File: config.mk
export PLATFORM = sky130hd
export DESIGN_NAME = dram_port_bist
export DESIGN_NICKNAME = d
export VERILOG_FILES = /design/src/rtl/dram_port_bist.sv
export SDC_FILE = /design/constraint.sdc
export NUM_CORES = 1
export LEC_CHECK = 0
export BUFFER_PORTS_ARGS = -buffer_cell sky130_fd_sc_hd__buf_2
export CAP_MARGIN = 10
export CORE_AREA = 2 2 257 259
export CTS_CLUSTER_SIZE = 10
export DETAILED_ROUTE_END_ITERATION = 12
export DIE_AREA = 0 0 259 261
export PLACE_DENSITY = 0.56
export SLEW_MARGIN = 0
export SYNTH_ARGS = -nofsm -noshare
export SYNTH_HDL_FRONTEND = slang
export SYNTH_SLANG_ARGS = --single-unit
File: constraint.sdc
create_clock -name user_clk -period 11.7 [get_ports user_clk]
set_clock_uncertainty 0.05 [all_clocks]
set_input_delay 0 -clock user_clk [delete_from_list [all_inputs] [get_ports user_clk]]
set_output_delay 0 -clock user_clk [all_outputs]
set_load 0.02 [all_outputs]
File: src/rtl/dram_port_bist.sv
// dram_port_bist: native DRAM port BIST engine.
// Writes an address-derived pattern, reads it back and counts mismatches.
module dram_port_bist #(
  parameter int DATA_W  = 256,
  parameter int ADDR_W  = 25,
  parameter int LEN_W   = 16,
  parameter int MAX_OUT = 8
) (
  input  logic                user_clk,
  input  logic                user_rst_n,
  input  logic                start,
  input  logic                abort,
  input  logic [1:0]          mode,
  input  logic                pattern_sel,
  input  logic [ADDR_W-1:0]   base_addr,
  input  logic [LEN_W-1:0]    length,
  output logic                busy,
  output logic                done,
  output logic                aborted,
  output logic [15:0]         error_count,
  output logic [ADDR_W-1:0]   first_err_addr,
  output logic                cmd_valid,
  input  logic                cmd_ready,
  output logic                cmd_we,
  output logic [ADDR_W-1:0]   cmd_addr,
  output logic                wdata_valid,
  input  logic                wdata_ready,
  output logic [DATA_W/8-1:0] wdata_we,
  output logic [DATA_W-1:0]   wdata_data,
  input  logic                rdata_valid,
  output logic                rdata_ready,
  input  logic [DATA_W-1:0]   rdata_data
);
  localparam int LANES = DATA_W / 32;

  typedef enum logic [2:0] {IDLE, WRITE, READ, DRAIN, DONE} state_t;

  state_t            state_q, state_d;
  logic [1:0]        mode_q, mode_d;
  logic              pat_q, pat_d;
  logic [ADDR_W-1:0] base_q, base_d;
  logic [ADDR_W-1:0] addr_q, addr_d;
  logic [ADDR_W-1:0] rsp_addr_q, rsp_addr_d;
  logic [ADDR_W-1:0] first_q, first_d;
  logic [LEN_W-1:0]  len_q, len_d;
  logic [LEN_W-1:0]  cnt_q, cnt_d;
  logic [7:0]        out_q, out_d;
  logic [15:0]       err_q, err_d;
  logic              cmd_v_q, cmd_v_d;
  logic              cmd_we_q, cmd_we_d;
  logic              wd_v_q, wd_v_d;
  logic              abort_q, abort_d;
  logic              busy_q, done_q, rdy_q;
  logic              cmd_acc, wd_acc, rsp_acc, rd_acc;

  // Lane i of the word at address a is a+i; inverted when inv is set
  function automatic logic [DATA_W-1:0] pattern(
    input logic [ADDR_W-1:0] a,
    input logic              inv
  );
    logic [DATA_W-1:0] p;
    logic [31:0]       a32;
    a32 = 32'(a);
    p   = '0;
    for (int i = 0; i < LANES; i++) p[i*32 +: 32] = a32 + 32'(i);
    return inv ? ~p : p;
  endfunction

  // Next-state, command sequencing and read-data checking
  always_comb begin
    state_d    = state_q;
    mode_d     = mode_q;
    pat_d      = pat_q;
    base_d     = base_q;
    addr_d     = addr_q;
    rsp_addr_d = rsp_addr_q;
    first_d    = first_q;
    len_d      = len_q;
    cnt_d      = cnt_q;
    err_d      = err_q;
    cmd_v_d    = cmd_v_q;
    cmd_we_d   = cmd_we_q;
    wd_v_d     = wd_v_q;
    abort_d    = abort_q;
    cmd_acc    = cmd_v_q & cmd_ready;
    wd_acc     = wd_v_q & wdata_ready;
    rsp_acc    = rdata_valid & rdy_q;
    rd_acc     = cmd_acc & ~cmd_we_q;

    if (rsp_acc) begin
      rsp_addr_d = rsp_addr_q + ADDR_W'(1);
      if (rdata_data != pattern(rsp_addr_q, pat_q)) begin
        if (err_q == 16'd0) first_d = rsp_addr_q;
        if (err_q != 16'hFFFF) err_d = err_q + 16'd1;
      end
    end

    unique case ({rd_acc, rsp_acc && out_q != 8'd0})
      2'b10:   out_d = out_q + 8'd1;
      2'b01:   out_d = out_q - 8'd1;
      default: out_d = out_q;
    endcase

    if (state_q inside {WRITE, READ, DRAIN}) abort_d = abort_q | abort;

    unique case (state_q)
      IDLE: begin
        if (start) begin
          mode_d     = mode;
          pat_d      = pattern_sel;
          base_d     = base_addr;
          len_d      = length;
          addr_d     = base_addr;
          rsp_addr_d = base_addr;
          cnt_d      = '0;
          out_d      = '0;
          err_d      = '0;
          first_d    = '0;
          abort_d    = 1'b0;
          if (length == '0) begin
            state_d = DONE;
          end else if (mode == 2'd1) begin
            state_d  = READ;
            cmd_v_d  = 1'b1;
            cmd_we_d = 1'b0;
          end else begin
            state_d  = WRITE;
            cmd_v_d  = 1'b1;
            wd_v_d   = 1'b1;
            cmd_we_d = 1'b1;
          end
        end
      end
      WRITE: begin
        cmd_v_d = cmd_v_q & ~cmd_acc;
        wd_v_d  = wd_v_q & ~wd_acc;
        if (!cmd_v_d && !wd_v_d) begin
          cnt_d  = cnt_q + LEN_W'(1);
          addr_d = addr_q + ADDR_W'(1);
          if (cnt_d != len_q && !abort_d) begin
            cmd_v_d = 1'b1;
            wd_v_d  = 1'b1;
          end else if (abort_d || mode_q == 2'd0) begin
            state_d = DONE;
          end else begin
            state_d  = READ;
            cnt_d    = '0;
            addr_d   = base_q;
            cmd_v_d  = 1'b1;
            cmd_we_d = 1'b0;
          end
        end
      end
      READ: begin
        if (cmd_acc) begin
          cnt_d  = cnt_q + LEN_W'(1);
          addr_d = addr_q + ADDR_W'(1);
        end
        if (cmd_v_q && !cmd_acc) begin
          cmd_v_d = 1'b1;
        end else if (cnt_d != len_q && !abort_d &&
                     out_d < 8'(MAX_OUT)) begin
          cmd_v_d = 1'b1;
        end else begin
          cmd_v_d = 1'b0;
          if (cnt_d == len_q || abort_d) state_d = DRAIN;
        end
      end
      DRAIN: if (out_q == 8'd0) state_d = DONE;
      DONE:  state_d = IDLE;
      default: state_d = IDLE;
    endcase
  end

  // State registers and registered status outputs
  always_ff @(posedge user_clk or negedge user_rst_n) begin
    if (!user_rst_n) begin
      state_q    <= IDLE;
      mode_q     <= 2'd0;
      pat_q      <= 1'b0;
      base_q     <= '0;
      addr_q     <= '0;
      rsp_addr_q <= '0;
      first_q    <= '0;
      len_q      <= '0;
      cnt_q      <= '0;
      out_q      <= 8'd0;
      err_q      <= 16'd0;
      cmd_v_q    <= 1'b0;
      cmd_we_q   <= 1'b0;
      wd_v_q     <= 1'b0;
      abort_q    <= 1'b0;
      busy_q     <= 1'b0;
      done_q     <= 1'b0;
      rdy_q      <= 1'b0;
    end else begin
      state_q    <= state_d;
      mode_q     <= mode_d;
      pat_q      <= pat_d;
      base_q     <= base_d;
      addr_q     <= addr_d;
      rsp_addr_q <= rsp_addr_d;
      first_q    <= first_d;
      len_q      <= len_d;
      cnt_q      <= cnt_d;
      out_q      <= out_d;
      err_q      <= err_d;
      cmd_v_q    <= cmd_v_d;
      cmd_we_q   <= cmd_we_d;
      wd_v_q     <= wd_v_d;
      abort_q    <= abort_d;
      busy_q     <= state_d inside {WRITE, READ, DRAIN};
      done_q     <= state_d == DONE;
      rdy_q      <= state_d inside {READ, DRAIN};
    end
  end

  assign busy           = busy_q;
  assign done           = done_q;
  assign aborted        = abort_q;
  assign error_count    = err_q;
  assign first_err_addr = first_q;
  assign cmd_valid      = cmd_v_q;
  assign cmd_we         = cmd_we_q;
  assign cmd_addr       = addr_q;
  assign wdata_valid    = wd_v_q;
  assign wdata_we       = '1;
  assign wdata_data     = pattern(addr_q, pat_q);
  assign rdata_ready    = rdy_q;

endmodule

==> qor.yml <==
async_flop_share_pct: 100
grt_max_degree: 118
cts_buffer_depth: 2
cts_tree: "done"
gp_congestion: 1.05
port_buffers: 635
core_um2: 65000
synth_edf_count: 0
placed_area_um2: 23500
grt_pass1_vias: 21300
viasPerCell: 5.59
final.min_clock_period_ps: 6240
worst-setup-path-type: "flip-flop to flip-flop"
final_util_pct: 37.7
hold_path_class: "primary input to flip-flop"
antenna_found_initial: 11
die_width_um: 259
critical_path.max_fanout: 117
maxSlewHeadroom_pct: 13.4
period_share_pct: 53.4
rows: 94
multiInputGateArea_um2: 14500
ys_seq_elements: 169
finalHoldViolCount: 0
rsz0062_at_grt: "false"
drcViolationCount: 0
syn_to_final_growth_pct: 21.0
worstMarginPinSlew_ps: 1300
numClockSinks: 169
finalSetupViolCount: 0
p_per_area_nw_per_um2: 361
pre_cts_slack_ps: 5610
ys_seq_area_share_pct: 20.9
vias: 22800
dieHeight_um: 261
routedWlPerCell_um: 26.4
regArea_um2: 4230
die-area_um2: 67600
crit_arrival_ps: 6560
clk_latency_ps: 460
avgSynthCellArea_um2: 7.47
setup_tns_ps: 0
critPathCaptureType: "flip-flop"
fin_ws_ps: 5460
synthCells: 2713
drv_slew: 0
dp_hpwl_um: 86200
cts_setup_buffers: 0
drt_iter0_markers: 2658
peakVddDrop_uv: 187
finish.net_count: 3538
clk_pin_slew_ps: 70
p_leak_uw: 0.0105
htreeDepth: 4
ff2ff_setup_slack_ps: 5460
fillers: 6951
wirelength_um: 108000
stdcell_area_um2: 24500
start_kind: "flip-flop"
cap_viol_max_count: 0
drive_gt1_share_pct: 23.3
final_antenna_net_count: 0
fin_hold_ws_ps: 91.5
yosysWarnings: 0
cts-root-buf: "clkbuf_16"
fmax_mhz: 160
status: "finished, final reports clean"
grt_pass1_wl_um: 152000
grtUsageTotal_pct: 30.7
cts_buffers: 17
first_pass_iters: 6
grt_overflow: 0
ys_types: 87
synth_ff_type: "dfrtp_1"
worstPathRequired_ps: 12020
syn_area_um2: 20300
start_util_pct: 31.2
pin_count: 668
## Yosys cell counts, types with 27 or more instances
| master | n | area [um2] |
|---|---|---|
| buf_4 | 100 | 751 |
| dfrtp_1 | 169 | 4230 |
| a31oi_1 | 30 | 188 |
| nor4_1 | 58 | 363 |
| and3_1 | 29 | 181 |
| nand2_1 | 408 | 1530 |
| buf_2 | 28 | 140 |
| nand4_1 | 76 | 475 |
| a21oi_1 | 92 | 460 |
| nor3_1 | 104 | 521 |
| nand3_1 | 78 | 390 |
| o21ai_0 | 126 | 631 |
| clkbuf_1 | 107 | 402 |
| nor2_1 | 208 | 781 |
| xor2_1 | 156 | 1370 |
| xnor2_1 | 366 | 3210 |
| mux2i_1 | 63 | 631 |
| inv_1 | 55 | 206 |
| nand2b_1 | 29 | 181 |
| buf_1 | 27 | 101 |
## power by group
part	switching [uW]	internal, uW
clock network	271	305
logic	4670	2240
registers	552	812
total	5490	3350
## through the flow
stage | power (uW) | cells
global route | 9280 | 4087
global placement | 8180 | 4006
floorplan | 5770 | 2744
CTS | 8770 | 4084
finish | 8850 | 4088
detailed placement | 8150 | 4006
## sequential cells by signal, summed over array words and instances (netlist names), 2 cells and up
signal / count
len_q: 16
first_err_addr: 25
rsp_addr_q: 25
base_q: 25
mode_q: 2
cnt_q: 16
error_count: 16
cmd_addr: 25
state_q: 3
out_q: 8
## logic make-up after synthesis
logic type | share of synthesized area [%]
adders and majority gates | 1.48
and+or+nand+nor | 27.4
AOI/OAI and AO/OA | 14.5
other | 0.0185
muxes | 3.50
DFF | 20.9
buffers and inverters | 8.15
xor gates and xnor gates | 24.1
## path summary, 6_finish.rpt
kind / start / depth (start not counted) / end
worst max-delay path: pat_q / 11 / first_err_addr[6]
worst min-delay path: start / 3 / out_q[1]
worst max register to register: pat_q / 11 / first_err_addr[6]
worst min register to register: base_q[15] / 2 / base_q[15]
max in group asynchronous: user_rst_n / 3 / pat_q
min in group asynchronous: user_rst_n / 2 / len_q[13]
## area by class of cell
class / instances / area share, %
well taps: 864 / 4.41
inverters: 57 / 0.872
diodes: 4 / 0.0408
clock buffers: 19 / 1.81
flip-flops and latches: 169 / 17.3
repair buffers: 710 / 15.8
multi-input cells: 2252 / 59.3
clock inverters: 13 / 0.536
## worst max-delay path, cell delays in order (launching register included)
cell and delay (ps):
dfrtp_4 840, buf_12 500, xor2_1 890, xnor2_1 170, mux2i_1 160, a2111oi_1 1000, nand4_1 320, nor4_1 260
nand3_1 90, or4_1 1000, nand2_8 450, mux2i_1 240
## timing repair
action | 4_1_cts | 5_1_grt
hold buffers | 46 | 0
gates resized for setup | 0 | 0
endpoints found under the hold margin | 201 | 0
## metal layers
metal  wire [um]  global-route usage [%]  share of wire, %  up-vias
met5           0                       0                 0        -
met4        5610                    14.4               5.2        0
met3        8290                    4.79               7.7      223
met2       50600                    51.2                47     1337
met1       43400                    38.8                40    10900
li1            -                       -                 -    10300
## placed cells by master (no fill, tap or decap), drive strengths merged, types with 17 or more instances in the layout
cell type,n
xor2,167
xnor2,370
nor4,61
dlygate4sd3,46
dfrtp,169
ha,24
nand3,78
buf,663
and3,29
nand2b,29
a31oi,30
a21oi,92
o22ai,21
nand2,410
a221oi,17
nor2,209
nand4,80
inv,64
clkbuf,20
mux2i,63
nor3,107
or4,23
or3,25
o21ai,130
conb,32
a22oi,20
Note: power is estimated with default switching activity, not from simulation.
